[config.mk]
export PLATFORM = sky130hd
export DESIGN_NAME = pipe_stage_reg
export DESIGN_NICKNAME = d
export VERILOG_FILES = /design/src/rtl/pipe_pkg.sv /design/src/rtl/pipe_stage_reg.sv
export SDC_FILE = /design/constraint.sdc
export NUM_CORES = 1
export LEC_CHECK = 0
export BUFFER_PORTS_ARGS = -buffer_cell sky130_fd_sc_hd__buf_2
export CORE_ASPECT_RATIO = 0.8
export CORE_MARGIN = 1
export CORE_UTILIZATION = 45
export DETAILED_ROUTE_END_ITERATION = 8
export PLACE_DENSITY_LB_ADDON = 0.15
export SETUP_SLACK_MARGIN = 0.2
export SLEW_MARGIN = 20
export SYNTH_ARGS = -nofsm -noshare
export SYNTH_HDL_FRONTEND = slang
export SYNTH_SLANG_ARGS = --single-unit
[constraint.sdc]
create_clock -name clk -period 12.2 [get_ports clk]
set_input_delay 1.22 -clock clk [delete_from_list [all_inputs] [get_ports clk]]
set_output_delay 1.22 -clock clk [all_outputs]
set_load 0.02 [all_outputs]
[src/rtl/pipe_pkg.sv]
// Shared definitions for pipeline stage registers: stage occupancy states and
// the default filler word shown while a stage holds nothing.
package pipe_pkg;

  // Encoding is chosen so the state value equals the number of held words.
  typedef enum logic [1:0] {
    ST_EMPTY = 2'd0,
    ST_BUSY  = 2'd1,
    ST_FULL  = 2'd2
  } stage_state_e;

  localparam int   DEFAULT_WIDTH = 48;
  localparam logic NOP_FILL_BIT  = 1'b0;

  function automatic logic [1:0] held_count(input stage_state_e s);
    return 2'(s);
  endfunction

endpackage

[src/rtl/pipe_stage_reg.sv]
// Elastic pipeline stage register: one main register plus an optional skid
// register, valid/ready handshakes on both sides, flush squash and NOP fill.
module pipe_stage_reg
  import pipe_pkg::*;
#(
  parameter int               WIDTH     = DEFAULT_WIDTH,
  parameter logic [WIDTH-1:0] NOP_VALUE = {WIDTH{NOP_FILL_BIT}},
  parameter int               SKID      = 1
) (
  input  logic             clk,
  input  logic             rst,
  input  logic             in_valid,
  input  logic [WIDTH-1:0] in_data,
  output logic             in_ready,
  input  logic             flush,
  output logic             out_valid,
  output logic [WIDTH-1:0] out_data,
  input  logic             out_ready,
  output logic [1:0]       occupancy
);

  stage_state_e     state_q, state_d;
  logic [WIDTH-1:0] main_q, main_d;
  logic [WIDTH-1:0] skid_q, skid_d;
  logic             push, pop;

  // Every output is decoded from registered state only, never from inputs.
  assign out_valid = (state_q != ST_EMPTY);
  assign in_ready  = (state_q == ST_EMPTY) || ((SKID != 0) && (state_q == ST_BUSY));
  assign out_data  = out_valid ? main_q : NOP_VALUE;
  assign occupancy = held_count(state_q);

  assign push = in_valid & in_ready;
  assign pop  = out_valid & out_ready;

  always_comb begin
    // NOTE: every signal written here gets a default first, so no path leaves
    // it unassigned and no latch is inferred; blocking '=' is correct here.
    state_d = state_q;
    main_d  = main_q;
    skid_d  = skid_q;
    case (state_q)
      ST_EMPTY: begin
        if (push) begin
          state_d = ST_BUSY;
          main_d  = in_data;
        end
      end
      ST_BUSY: begin
        // With SKID=0 in_ready is low here, so push never occurs in BUSY.
        if (push && pop) begin
          main_d = in_data;
        end else if (push) begin
          state_d = ST_FULL;
          skid_d  = in_data;
        end else if (pop) begin
          state_d = ST_EMPTY;
        end
      end
      ST_FULL: begin
        if (pop) begin
          state_d = ST_BUSY;
          main_d  = skid_q;
        end
      end
      default: state_d = ST_EMPTY;
    endcase
    if (flush) state_d = ST_EMPTY;
  end

  always_ff @(posedge clk) begin
    // NOTE: sequential state uses non-blocking '<=' so all registers update
    // from the same pre-edge values.
    if (rst) state_q <= ST_EMPTY;
    else     state_q <= state_d;
  end

  // NOTE: the payload registers are deliberately not reset; out_data is masked
  // to NOP_VALUE by out_valid, so their contents while empty never leak out.
  always_ff @(posedge clk) begin
    main_q <= main_d;
    skid_q <= skid_d;
  end

endmodule

==> impl_metrics.yaml <==
detailed_routing:
  drt-total-wl_mm: 6.75
  drtPass1Iterations: 4
  detail_route.vias_per_cell: 4.83
  via_count: 2146
  final_antenna_net_count: 0
  drcViolationCount: 0
  drt-initial-drc-count: 63
  post_drt_wl_per_cell_microns: 15.2
timing:
  finalSetupViolations: 0
  finClkSkew_ns: 0.00563
  slew_headroom_pct: 52.8
  finalCriticalPeriod_ns: 2.97
  hold_viol: 0
  worst_pin_slew_ns: 0.706
  setup_ws_ns: 9.23
  final.setup.tns_ns: 0
  maxSlewViolCount: 0
  rsz0062_at_grt: "false"
  max_freq_mhz: 337
  period_share_pct: 24.3
power_and_ir_drop:
  intPower_w: 0.000525
  power_density_nw_per_um2: 137
  comb_power_share_pct: 7.2
  switchingPower_w: 0.000141
  p_clk_share_pct: 34.8
  sw_frac_of_total_pct: 21.2
  vdd_ir_drop_max_mv: 0.0669
  leakagePower_nw: 1.87
  seq_power_share_pct: 58.0
final_layout:
  num-fill-cells: 696
  final_cell_mix: "buf_2, edfxtp_1, nor2b_1, mux2_2"
  antenna_cells: 0
  nets: 380
  area_growth_pct: 22.3
  drive_above_1_share_pct: 53.6
  mostFrequentLayoutCell: "buf_2"
critical_path:
  max_stage_delay_ns: 0.49
  critical_path.slowest_cell: "nor2_4"
  cp.buffers_inverters: 2
  required_ns: 10.98
  worstSetupStartpointType: "flop"
  worst-setup-path-type: "reg -> out"
  arrival_ns: 1.75
  crit_fanout: 30
  crit_chain: "nor2_4 -> buf_16 -> nor2b_1 -> buf_2"
  cp_top_family: "simple AND/OR/NAND/NOR gates"
  endpoint_kind: "output port"
  r2r_start: "occupancy[1]$_SDFFE_PP0P_"
  crit_path_start: "occupancy[0]$_SDFFE_PP0P_"
clocking:
  cts_tree: "yes"
  cts_root_buf: "clkbuf_8"
  cts_setup_buffers: 0
  numCtsBuffers: 9
  htreeDepth: 3
  cts.sinks: 98
  cts_buffer_depth: 2
  ctsHoldBuffers: 0
  cts_resized: 0
  cts.reportedPaths.clkPinSlew_ns: 0.09
  clk_latency_ns: 0.35
place:
  dp_hpwl_mm: 4.37
  gp_congestion: 0.658
  place_worst_setup_slack_ns: 9.14
  numPortBuffers: 104
logic_synthesis:
  ys.warnings.count: 0
  synth_cells: 218
  syn-num-nets: 271
  syn_avg_cell_area_sq_um: 18.2
  syn_area_sq_um: 3980
  ys_ff_latch: 98
  ys_types: 20
  ys_seq_area_share_pct: 73.5
min_path:
  hp-class: "reg -> reg"
  worstHoldStart: "skid_q[21]$_DFFE_PP_"
global_routing:
  track_usage_pct: 15.2
  grt_pass1_wl_mm: 10.4
  grt_overflow: 0
  antenna_found_initial: 0
  grt_pass1_vias: 2121
  grt_max_degree: 50
floorplanning:
  fp-row-count: 30
  die_y_microns: 86.1
  io_pins: 105
  start_util_pct: 46.7
  coreArea_sq_um: 8520
  dieArea_sq_um: 9220
  die_w_microns: 107
job:
  maxCapViolations: 0
status:
  outcome: "completed"
cells in the mapped netlist, drive strengths merged:
| library cell | n | area share (%) |
|---|---|---|
| clkbuf | 4 | 0.38 |
| a21oi | 1 | 0.22 |
| o32a | 1 | 0.25 |
| o21ai | 1 | 0.13 |
| inv | 2 | 0.19 |
| nor2 | 1 | 0.094 |
| edfxtp | 96 | 73 |
| and2b | 1 | 0.19 |
| nor2b | 50 | 8.1 |
| buf | 6 | 1.5 |
| nor4 | 1 | 0.31 |
| dfxtp | 2 | 1.0 |
| nand2 | 2 | 0.19 |
| nand2b | 1 | 0.16 |
| a211oi | 1 | 0.31 |
| mux2 | 48 | 14 |
sequential cells by signal, indices dropped and copies added, names as in the netlist:
register   flops
main_q        48
skid_q        48
occupancy      2
kinds of logic (layout without fill, tap and decap cells):
kind of cell | count (synthesis) | after routing | synth area share [%]
simple gates | 56 | 56 | 9.00
buf+inv | 12 | 126 | 2.11
flops | 98 | 98 | 73.5
mux | 48 | 48 | 14.4
compound gates | 4 | 4 | 0.913
per-layer routing:
metal	vias to the layer above	routed length [microns]	global-route usage, %
li1	1030	-	-
met1	1041	2940	18.8
met2	69	3330	25.1
met3	6	411	5.62
met4	0	59	4.48
met5	-	0	0
worst register-to-register path, delay by kind of cell, from the launching register on:
family                 cells  cell delay [ns]
flip-flops                 1             0.48
multiplexers               1             0.43
AND/OR/NAND/NOR            1             0.54
buffers and inverters      1             0.52
metrics by stage:
step                cells  power (W)  hold slack, ns  area (sq um)  utilization, %
global placement      427   0.000440           0.527          4610            54.1
detailed placement    427   0.000442           0.533          4610            54.1
floorplan             218   0.000422           0.523          3980               -
global route          444   0.000689           0.559          4860            57.0
finish                444   0.000666           0.553          4860            57.0
CTS                   443   0.000674           0.551          4830            56.7
power by group through the flow:
| stage | clock, W | sequential (W) | combinational (W) |
|---|---|---|---|
| finish | 0.000232 | 0.000386 | 0.0000481 |
| global route | 0.000249 | 0.000387 | 0.0000525 |
| CTS | 0.000239 | 0.000386 | 0.0000482 |
| detailed placement | 0 | 0.000394 | 0.0000479 |
| global placement | 0 | 0.000393 | 0.0000470 |
| floorplan | 0 | 0.000394 | 0.0000273 |
cell type report:
class / instances / area, sq um / area share [%]
Sequential cell: 98 / 2920 / 60.1
Multi-Input combinational cell: 108 / 995 / 20.5
Timing Repair Buffer: 108 / 571 / 11.7
Tap cell: 112 / 140 / 2.88
Inverter: 2 / 7.51 / 0.154
Clock buffer: 10 / 128 / 2.63
Clock inverter: 6 / 97.6 / 2.01
final timing paths:
path | endpoint | cells after the start | slack [ns]
setup reg to reg | main_q[4]$_DFFE_PP_ | 3 | 9.99
hold reg to reg | main_q[21]$_DFFE_PP_ | 1 | 0.55
setup / recovery | out_data[16] | 4 | 9.23
hold / removal | main_q[21]$_DFFE_PP_ | 1 | 0.55
No activity file was read; power rests on OpenSTA's default activity.
